`src/rtl/tl_log_pkg.sv`:
```
// Shared types and constants for the TileLink log collector.
// Records are laid out field-for-field like the writer-side outputs.
package tl_log_pkg;

    localparam int STAMP_W = 64;
    localparam int BEAT_W  = 256;

    localparam logic [7:0] TL_CH_A = 8'd0;
    localparam logic [7:0] TL_CH_D = 8'd3;

    typedef struct packed {
        logic [63:0] echo;
        logic [63:0] user;
        logic [63:0] data_3;
        logic [63:0] data_2;
        logic [63:0] data_1;
        logic [63:0] data_0;
        logic [63:0] address;
        logic [63:0] stamp;
        logic [7:0]  sink;
        logic [7:0]  source;
        logic [7:0]  param;
        logic [7:0]  opcode;
        logic [7:0]  channel;
    } tl_log_rec_t;

endpackage

```
`src/rtl/tl_log_fifo.sv`:
```
// Record FIFO: up to two in-order pushes and one pop per cycle.
// The caller guarantees pushes never exceed the free space plus pop.
module tl_log_fifo
    import tl_log_pkg::*;
#(
    parameter int DEPTH = 4,
    localparam int CW = $clog2(DEPTH) + 1
) (
    input  logic          clk_i,
    input  logic          rst_ni,
    input  logic [1:0]    push_cnt_i,
    input  tl_log_rec_t   rec0_i,
    input  tl_log_rec_t   rec1_i,
    input  logic          pop_i,
    output tl_log_rec_t   head_o,
    output logic [CW-1:0] count_o,
    output logic [CW-1:0] free_o
);

    localparam int PW = $clog2(DEPTH);

    tl_log_rec_t   mem_q [DEPTH];
    logic [PW-1:0] wr_q, wr_d;
    logic [PW-1:0] rd_q, rd_d;
    logic [CW-1:0] cnt_q, cnt_d;

    // Pointer and occupancy next-state; pointers wrap naturally.
    always_comb begin
        wr_d  = wr_q + PW'(push_cnt_i);
        rd_d  = rd_q + PW'(pop_i);
        cnt_d = cnt_q + CW'(push_cnt_i) - CW'(pop_i);
    end

    // Control state, cleared asynchronously.
    always_ff @(posedge clk_i or negedge rst_ni) begin
        if (!rst_ni) begin
            wr_q  <= '0;
            rd_q  <= '0;
            cnt_q <= '0;
        end else begin
            wr_q  <= wr_d;
            rd_q  <= rd_d;
            cnt_q <= cnt_d;
        end
    end

    // Storage writes; first push lands before the second.
    always_ff @(posedge clk_i) begin
        if (push_cnt_i != 2'd0) begin
            mem_q[wr_q] <= rec0_i;
        end
        if (push_cnt_i == 2'd2) begin
            mem_q[wr_q + PW'(1)] <= rec1_i;
        end
    end

    assign head_o  = mem_q[rd_q];
    assign count_o = cnt_q;
    assign free_o  = CW'(DEPTH) - cnt_q;

endmodule

```
`src/rtl/tl_log_collector.sv`:
```
// Snoops TileLink A/D handshakes into timestamped log records.
// Simultaneous A/D fires are serialised A-first through a small FIFO.
module tl_log_collector
    import tl_log_pkg::*;
#(
    parameter int DEPTH  = 4,
    parameter int SRC_W  = 8,
    parameter int SINK_W = 8
) (
    input  logic              clock,
    input  logic              reset,
    input  logic              log_en,
    input  logic              a_valid,
    input  logic              a_ready,
    input  logic [2:0]        a_opcode,
    input  logic [2:0]        a_param,
    input  logic [SRC_W-1:0]  a_source,
    input  logic [63:0]       a_address,
    input  logic [255:0]      a_data,
    input  logic [63:0]       a_user,
    input  logic [63:0]       a_echo,
    input  logic              d_valid,
    input  logic              d_ready,
    input  logic [2:0]        d_opcode,
    input  logic [1:0]        d_param,
    input  logic [SRC_W-1:0]  d_source,
    input  logic [SINK_W-1:0] d_sink,
    input  logic [255:0]      d_data,
    input  logic [63:0]       d_user,
    input  logic [63:0]       d_echo,
    output logic              out_en,
    output logic [63:0]       out_echo,
    output logic [63:0]       out_user,
    output logic [63:0]       out_data_0,
    output logic [63:0]       out_data_1,
    output logic [63:0]       out_data_2,
    output logic [63:0]       out_data_3,
    output logic [63:0]       out_address,
    output logic [63:0]       out_stamp,
    output logic [7:0]        out_sink,
    output logic [7:0]        out_source,
    output logic [7:0]        out_param,
    output logic [7:0]        out_opcode,
    output logic [7:0]        out_channel,
    output logic [15:0]       drop_cnt
);

    localparam int CW = $clog2(DEPTH) + 1;

    logic [STAMP_W-1:0] stamp_q, stamp_d;
    logic [15:0]        drop_q, drop_d;
    logic [16:0]        drop_sum;
    tl_log_rec_t        rec_a, rec_d, rec0, head, shown;
    logic               req_a, req_d, pop;
    logic [1:0]         n_req, n_acc, n_drop;
    logic [CW-1:0]      count, free, space;

    // Build both candidate records from the live channel fields.
    always_comb begin
        rec_a         = '0;
        rec_a.channel = TL_CH_A;
        rec_a.opcode  = {5'd0, a_opcode};
        rec_a.param   = {5'd0, a_param};
        rec_a.source  = 8'(a_source);
        rec_a.address = a_address;
        rec_a.data_0  = a_data[63:0];
        rec_a.data_1  = a_data[127:64];
        rec_a.data_2  = a_data[191:128];
        rec_a.data_3  = a_data[255:192];
        rec_a.user    = a_user;
        rec_a.echo    = a_echo;
        rec_a.stamp   = stamp_q;
        rec_d         = '0;
        rec_d.channel = TL_CH_D;
        rec_d.opcode  = {5'd0, d_opcode};
        rec_d.param   = {6'd0, d_param};
        rec_d.source  = 8'(d_source);
        rec_d.sink    = 8'(d_sink);
        rec_d.data_0  = d_data[63:0];
        rec_d.data_1  = d_data[127:64];
        rec_d.data_2  = d_data[191:128];
        rec_d.data_3  = d_data[255:192];
        rec_d.user    = d_user;
        rec_d.echo    = d_echo;
        rec_d.stamp   = stamp_q;
    end

    assign req_a = log_en & a_valid & a_ready;
    assign req_d = log_en & d_valid & d_ready;
    assign n_req = {1'b0, req_a} + {1'b0, req_d};
    assign pop   = (count != '0);
    assign space = free + {{(CW-1){1'b0}}, pop};
    assign rec0  = req_a ? rec_a : rec_d;

    // Admit as many requests as space allows; A wins the last slot.
    always_comb begin
        n_acc = n_req;
        if (space == '0) begin
            n_acc = 2'd0;
        end else if (space == CW'(1) && n_req == 2'd2) begin
            n_acc = 2'd1;
        end
    end

    assign n_drop   = n_req - n_acc;
    assign drop_sum = {1'b0, drop_q} + {15'd0, n_drop};

    // Next stamp and saturating drop total.
    always_comb begin
        stamp_d = stamp_q + 64'd1;
        drop_d  = drop_sum[16] ? 16'hFFFF : drop_sum[15:0];
    end

    // Stamp counter and drop counter state.
    always_ff @(posedge clock or negedge reset) begin
        if (!reset) begin
            stamp_q <= '0;
            drop_q  <= '0;
        end else begin
            stamp_q <= stamp_d;
            drop_q  <= drop_d;
        end
    end

    tl_log_fifo #(
        .DEPTH (DEPTH)
    ) u_fifo (
        .clk_i      (clock),
        .rst_ni     (reset),
        .push_cnt_i (n_acc),
        .rec0_i     (rec0),
        .rec1_i     (rec_d),
        .pop_i      (pop),
        .head_o     (head),
        .count_o    (count),
        .free_o     (free)
    );

    assign shown       = pop ? head : '0;
    assign out_en      = pop;
    assign out_echo    = shown.echo;
    assign out_user    = shown.user;
    assign out_data_0  = shown.data_0;
    assign out_data_1  = shown.data_1;
    assign out_data_2  = shown.data_2;
    assign out_data_3  = shown.data_3;
    assign out_address = shown.address;
    assign out_stamp   = shown.stamp;
    assign out_sink    = shown.sink;
    assign out_source  = shown.source;
    assign out_param   = shown.param;
    assign out_opcode  = shown.opcode;
    assign out_channel = shown.channel;
    assign drop_cnt    = drop_q;

endmodule
```
`config.mk`:
```
export PLATFORM = sky130hd
export DESIGN_NAME = tl_log_collector
export DESIGN_NICKNAME = d
export VERILOG_FILES = /design/src/rtl/tl_log_pkg.sv /design/src/rtl/tl_log_fifo.sv /design/src/rtl/tl_log_collector.sv
export SDC_FILE = /design/constraint.sdc
export NUM_CORES = 2
export LEC_CHECK = 0
export ABC_AREA = 1
export CAP_MARGIN = 20
export CORE_AREA = 4 4 567 569
export DETAILED_ROUTE_END_ITERATION = 10
export DIE_AREA = 0 0 571 573
export GPL_ROUTABILITY_DRIVEN = 0
export GPL_TIMING_DRIVEN = 0
export SYNTH_ARGS = -nofsm -noshare
export SYNTH_HDL_FRONTEND = slang
export SYNTH_SLANG_ARGS = --single-unit
```
`constraint.sdc`:
```
create_clock -name clock -period 18.5 [get_ports clock]
set_input_delay 5.55 -clock clock [delete_from_list [all_inputs] [get_ports clock]]
set_output_delay 5.55 -clock clock [all_outputs]
set_load 0.05 [all_outputs]
```
# Word level (Yosys, flattened, before mapping)
# Memories as Yosys holds them, arrays and structs flattened.
# Cells that the tools add are included.
[op_classes]
n_addsub = 11
eq_ne = 3
mux = 9
n_bitwise = 4
n_reduce_logical = 4
[ops]
columns = ["cell", "count"]
rows = [
  ["$mux W552", 2],
  ["$add A64 B1 Y64 const B", 1],
  ["$add A16 B2 Y17", 1],
  ["$mux W16", 1],
  ["$and A1 B1 Y1", 4],
  ["$eq A2 B2 Y1 const B", 2],
  ["$mux W1", 4],
  ["$mux W2", 2],
  ["$add A3 B1 Y3", 1],
  ["$add A3 B2 Y3", 1],
  ["$eq A3 B1 Y1 const B", 1],
  ["$logic_not A3 Y1", 1],
  ["$reduce_bool A3 Y1", 1],
  ["$sub A3 B1 Y3", 1],
  ["$sub A3 B3 Y3 const A", 1],
  ["$add A1 B1 Y2", 1],
  ["$add A2 B1 Y2", 1],
  ["$add A2 B1 Y2 const B", 1],
  ["$add A2 B2 Y2", 1],
  ["$reduce_bool A2 Y1", 1],
  ["$sub A2 B2 Y2", 1],
  ["$logic_and A1 B1 Y1", 1],
]
[totals]
regBits = 87
mem_bits_rw = 2208
inputBits = 874
output_inout_bits = 569
elab_cells = 37
n_memories = 1
[memory_table]
columns = ["memory", "depth", "width", "rd", "rd_clocked_by_memory_dff", "write_ports", "line_no", "rtl"]
rows = [
  ["u_fifo.mem_q", 4, 552, 1, 0, 2, "tl_log_fifo.sv:22", "tl_log_rec_t mem_q [DEPTH];"],
]

# Logic depth before layout (Yosys ltp)
[logic_depth]
ltp_word = 10
ltp_mapped = 23
ltp_nobuf = 21

# Cells and area by module
# From an unflattened synthesis, not the netlist that was laid out.
[hier_totals]
hier_cells = 18718
area_unflattened_um2 = 136367.0
[by_module_without_submodules]
columns = ["mod", "instances", "cells_each", "area_each_um2", "seq_area_each_um2"]
rows = [
  ["tl_log_fifo", 1, 15456, 121741.8, 66478.8],
  ["tl_log_collector", 1, 3262, 14625.3, 2001.9],
]

# Least setup slack after synthesis
# No wires, ideal clock.
[synth_timing]
path_kind = "input -> register"
from = "input a_ready"
to = "memory u_fifo.mem_q[2][100] in the netlist's numbering (enable)"
setup_ns = 3.407
t_arrival_ns = 15.127
required_ns = 15.093
slack_ns = -0.034
cell_stages = 12
n_path_buf = 5
path_cell_list = "nand3_1 > inv_2 > buf_2 > buf_2 > buf_2 > ha_1 > o21ai_2 > nor2_2 > inv_2 > buf_2 > clkbuf_1 > nand2_1"
[synth_lines]
columns = ["element", "line_no", "rtl"]
rows = [
  ["from (decl)", "tl_log_collector.sv:14", "input logic a_ready,"],
  ["to (decl)", "tl_log_fifo.sv:22", ""],
]

==> flow_metrics.env <==
export IMPL_yosys_area_top_type_share_pct=50.22
export IMPL_cap_violations=0
export IMPL_finalCritPeriodShare_pct=65.68
export IMPL_ctsLongestPathBuffers=4
export IMPL_status="finished with violations"
export IMPL_synth_seq_cells=2227
export IMPL_cts_repair_timing_setup_buffer_count=0
export IMPL_count_of_final_hold_check_violations=0
export IMPL_start_util_pct=35.41
export IMPL_floorplan_rows=207
export IMPL_cts_max_level=5
export IMPL_maxSlewViolCount=0
export IMPL_timing_critical_path_slowest_cell_delay_ps=610
export IMPL_power_static_leakage_nw=51.23
export IMPL_drt_pass1_iterations=11
export IMPL_cp_top_family="buffers and inverters"
export IMPL_clk_pin_slew_worst_paths_ps=60
export IMPL_ports_placed_on_the_boundary=1443
export IMPL_port_buffer_count=1426
export IMPL_launch_instance_of_the_worst_register_to_register_path="u_fifo.count_o[0]"
export IMPL_fmax_mhz=82.30
export IMPL_critPathLaunch="log_en"
export IMPL_yosys_warnings=0
export IMPL_placeable_core_region_um2=316800
export IMPL_class_of_the_most_critical_hold_timing_path="reg -> reg"
export IMPL_clk_root_buffer_cell="sky130_fd_sc_hd__clkbuf_16"
export IMPL_fp_dieW_um=571
export IMPL_timing_final_crit_period_ps=12150
export IMPL_post_drt_via_cell_ratio=5.489
export IMPL_syn_area_um2=112200
export IMPL_areaGrowthSynthToFinish_pct=26.12
export IMPL_setup_tns_ps=0
export IMPL_sequential_area_share_after_synthesis_pct=56.88
export IMPL_hpwlAfterDp_mm=384.0
export IMPL_first_pass_grt_wire_length_mm=734.6
export IMPL_max_slew_margin_pct=15.72
export IMPL_detail_route_antenna_nets=0
export IMPL_required_time_of_the_critical_path_ps=18980
export IMPL_synth_top_cell_by_area="sky130_fd_sc_hd__edfxtp_1"
export IMPL_grtUsageTotal_pct=30.93
export IMPL_failing_checks="DRC"
export IMPL_worstPathMaxFanout=85
export IMPL_cts_repair_resize_count=0
export IMPL_cp_start_kind="input port"
export IMPL_cp_cell_sequence="clkdlybuf4s50_1, nand3_1, inv_2, buf_2, buf_2, buf_2, ha_1, o21ai_2, buf_4, nor2_4, inv_2, clkbuf_1, nand2_8, buf_16, buf_16, buf_16"
export IMPL_grt_pass1_vias=100800
export IMPL_worst_endpoint_arrival_ps=12630
export IMPL_hold_buffers=0
export IMPL_r2r_slack_ps=11280
export IMPL_number_of_setup_violations_in_the_final_report=0
export IMPL_drt_iter0_markers=14280
export IMPL_power_density_nw_per_um2=179.9
export IMPL_design_final_nets=16190
export IMPL_grt_remaining_overflow=0
export IMPL_clock_sinks=2227
export IMPL_unrepaired_setup_endpoints_after_global_routing="false"
export IMPL_routed_wire_length_per_instance_um=26.87
export IMPL_detailroute_via_count=108200
export IMPL_antenna_found_initial=99
export IMPL_drt_total_wl_mm=529.8
export IMPL_die_height_um=573
export IMPL_die_area_um2=327200
export IMPL_drive_above_1_share_pct=4.550
export IMPL_synth_area_top_cells="sky130_fd_sc_hd__edfxtp_1 50%, sky130_fd_sc_hd__o21ai_0 14%, sky130_fd_sc_hd__nand2_1 9.4%, sky130_fd_sc_hd__nor2_1 9.1%, sky130_fd_sc_hd__dfxtp_1 4.7%"
export IMPL_tightestPinTransition_ps=1264
export IMPL_reg2reg_depth=17
export IMPL_power_total_w=0.02544
export IMPL_critPathCaptureType="register"
export IMPL_postSynthAreaPerCell_um2=8.290
export IMPL_reg2reg_to="u_fifo.mem_q[0][205]"
export IMPL_crit_path_top_delay_cell="sky130_fd_sc_hd__nor2_4"
export IMPL_postSynthCellCount=13530
export IMPL_critical_path_n_buffers_inverters=11
export IMPL_crit_type="in -> reg"
export IMPL_largest_net_degree_at_the_start_of_global_routing=97
export IMPL_clk_latency_ps=880
export IMPL_cp_num_cells=16
export IMPL_fin_skew_ps=43.03
export IMPL_synth_cell_type_count=33
export IMPL_cts_made_buffers=263
export IMPL_critPathCapture="u_fifo.mem_q[0][205]"
export IMPL_detail_route_drc_violations=1
export IMPL_cts_tree="built"
export IMPL_worst_ir_drop_vdd_v=0.0001627
==> state kept, by name, summed over array words and instances, names as in the netlist <==
register,cells
u_fifo.mem_q,2140
stamp_q,64
drop_cnt,16
u_fifo.count_o,3
u_fifo.rd_q,2
u_fifo.wr_q,2
==> synthesized netlist by cell type <==
| library cell | n |
|---|---|
| sky130_fd_sc_hd__o211ai_1 | 10 |
| sky130_fd_sc_hd__or2_2 | 1 |
| sky130_fd_sc_hd__and3_1 | 1 |
| sky130_fd_sc_hd__conb_1 | 1 |
| sky130_fd_sc_hd__nand2_2 | 1 |
| sky130_fd_sc_hd__nand3_1 | 41 |
| sky130_fd_sc_hd__nor3_1 | 2 |
| sky130_fd_sc_hd__xnor2_1 | 3 |
| sky130_fd_sc_hd__xor2_1 | 39 |
| sky130_fd_sc_hd__edfxtp_1 | 1876 |
| sky130_fd_sc_hd__clkbuf_1 | 680 |
| sky130_fd_sc_hd__buf_2 | 226 |
| sky130_fd_sc_hd__dfrtp_1 | 87 |
| sky130_fd_sc_hd__ha_1 | 12 |
| sky130_fd_sc_hd__o21bai_1 | 12 |
| sky130_fd_sc_hd__clkinv_1 | 1 |
| sky130_fd_sc_hd__nor2_4 | 2 |
| sky130_fd_sc_hd__nand3b_1 | 3 |
| sky130_fd_sc_hd__fa_1 | 2 |
| sky130_fd_sc_hd__a31oi_1 | 1 |
| sky130_fd_sc_hd__buf_4 | 25 |
| sky130_fd_sc_hd__o21ai_2 | 1 |
| sky130_fd_sc_hd__nor2_2 | 3 |
| sky130_fd_sc_hd__dfxtp_1 | 264 |
| sky130_fd_sc_hd__nor2_1 | 2705 |
| sky130_fd_sc_hd__nand2_1 | 2816 |
| sky130_fd_sc_hd__o21ai_1 | 47 |
| sky130_fd_sc_hd__o21ai_0 | 3102 |
| sky130_fd_sc_hd__inv_2 | 8 |
| sky130_fd_sc_hd__inv_1 | 605 |
| sky130_fd_sc_hd__nand4_1 | 20 |
| sky130_fd_sc_hd__a21oi_1 | 832 |
| sky130_fd_sc_hd__buf_1 | 101 |
==> cell families (layout without fill, tap and decap cells) <==
kind of cell | after synthesis | after routing | share of synthesized area (%)
AND/OR/NAND/NOR | 5595 | 5595 | 18.85
buffers and inverters | 1646 | 3594 | 5.844
other | 1 | 60 | 0.003343
AO/OA/AOI/OAI | 4005 | 4005 | 17.92
XOR/XNOR | 42 | 42 | 0.3280
adder cells (fa/ha/maj) | 14 | 14 | 0.1696
flip-flops | 2227 | 2227 | 56.88
==> power breakdown <==
part           switching (W)  internal, W
logic                 0.0102      0.00357
clock network        0.00220      0.00290
registers           0.000226      0.00632
total                 0.0127       0.0128
==> per-stage QoR <==
stage	cell area, um^2	util, %	setup slack (ps)	std cells	hold WS [ps]
after floorplan	112200	-	23.07	13550	423.6
after global placement	131700	41.59	-13680	19150	435.6
after detailed placement	133100	42.01	5380	19210	453.0
after CTS	141300	44.60	6311	19670	466.3
after global routing	141400	44.64	6187	19700	497.6
final	141500	44.66	6349	19720	475.7
==> cells in the final DEF (no fill, tap or decap), types with 7 or more instances in the layout <==
| cell type | netlist | layout |
|---|---|---|
| sky130_fd_sc_hd__buf_1 | 101 | 101 |
| sky130_fd_sc_hd__nand3_1 | 41 | 41 |
| sky130_fd_sc_hd__nand4_1 | 20 | 20 |
| sky130_fd_sc_hd__diode_2 | 0 | 44 |
| sky130_fd_sc_hd__dfrtp_1 | 87 | 87 |
| sky130_fd_sc_hd__clkbuf_8 | 0 | 20 |
| sky130_fd_sc_hd__xor2_1 | 39 | 39 |
| sky130_fd_sc_hd__o21ai_0 | 3102 | 3102 |
| sky130_fd_sc_hd__clkbuf_1 | 680 | 734 |
| sky130_fd_sc_hd__clkdlybuf4s50_1 | 0 | 1425 |
| sky130_fd_sc_hd__inv_2 | 8 | 8 |
| sky130_fd_sc_hd__clkbuf_2 | 0 | 18 |
| sky130_fd_sc_hd__buf_16 | 0 | 35 |
| sky130_fd_sc_hd__bufinv_16 | 0 | 9 |
| sky130_fd_sc_hd__o21ai_1 | 47 | 47 |
| sky130_fd_sc_hd__a21oi_1 | 832 | 832 |
| sky130_fd_sc_hd__clkbuf_16 | 0 | 269 |
| sky130_fd_sc_hd__clkinv_1 | 1 | 36 |
| sky130_fd_sc_hd__buf_4 | 25 | 28 |
| sky130_fd_sc_hd__nand2_1 | 2816 | 2812 |
| sky130_fd_sc_hd__edfxtp_1 | 1876 | 1876 |
| sky130_fd_sc_hd__o21bai_1 | 12 | 12 |
| sky130_fd_sc_hd__inv_1 | 605 | 605 |
| sky130_fd_sc_hd__buf_8 | 0 | 14 |
| sky130_fd_sc_hd__conb_1 | 1 | 16 |
| sky130_fd_sc_hd__dfxtp_1 | 264 | 264 |
| sky130_fd_sc_hd__buf_2 | 226 | 227 |
| sky130_fd_sc_hd__ha_1 | 12 | 12 |
| sky130_fd_sc_hd__clkinv_2 | 0 | 29 |
| sky130_fd_sc_hd__clkinv_8 | 0 | 7 |
| sky130_fd_sc_hd__nor2_1 | 2705 | 2705 |
| sky130_fd_sc_hd__o211ai_1 | 10 | 10 |
==> worst min-delay path by stage <==
| stage | from | end | slack, ps | cells after the start |
|---|---|---|---|---|
| 2_1_floorplan | u_fifo.mem_q[1][1] | u_fifo.mem_q[1][1] | 420 | 2 |
| 3_3_place_gp | u_fifo.mem_q[3][1] | u_fifo.mem_q[3][1] | 440 | 2 |
| 3_5_place_dp | u_fifo.mem_q[1][1] | u_fifo.mem_q[1][1] | 450 | 2 |
| 4_1_cts | u_fifo.mem_q[1][1] | u_fifo.mem_q[1][1] | 470 | 2 |
| 5_1_grt | u_fifo.mem_q[0][134] | u_fifo.mem_q[0][134] | 500 | 2 |
| 6_report | u_fifo.mem_q[1][137] | u_fifo.mem_q[1][137] | 480 | 2 |
==> layer usage <==
| layer | vias up | part of all wire, % | GRT usage [%] |
|---|---|---|---|
| met5 | - | 0.066 | 0 |
| met4 | 52 | 6.3 | 17.76 |
| met3 | 1194 | 12 | 8.965 |
| met2 | 6417 | 43 | 46.26 |
| met1 | 51540 | 38 | 39.89 |
| li1 | 49020 | - | - |
==> final cells by class <==
type	count	area (um^2)
Antenna cell	44	110.1
Buffer	1032	4272
Clock buffer	360	7264
Clock inverter	101	953.4
Fill cell	31140	175300
Inverter	614	2305
Multi-Input combinational cell	9672	41920
Sequential cell	2227	63800
Tap cell	4180	5230
Timing Repair Buffer	1487	15610
==> worst min-delay path: stages (launching register included) <==
cell and delay (ps):
sky130_fd_sc_hd__dfxtp_1 320, sky130_fd_sc_hd__nor2_1 40, sky130_fd_sc_hd__nor2_1 80
Power figures use the tool's default switching activity.
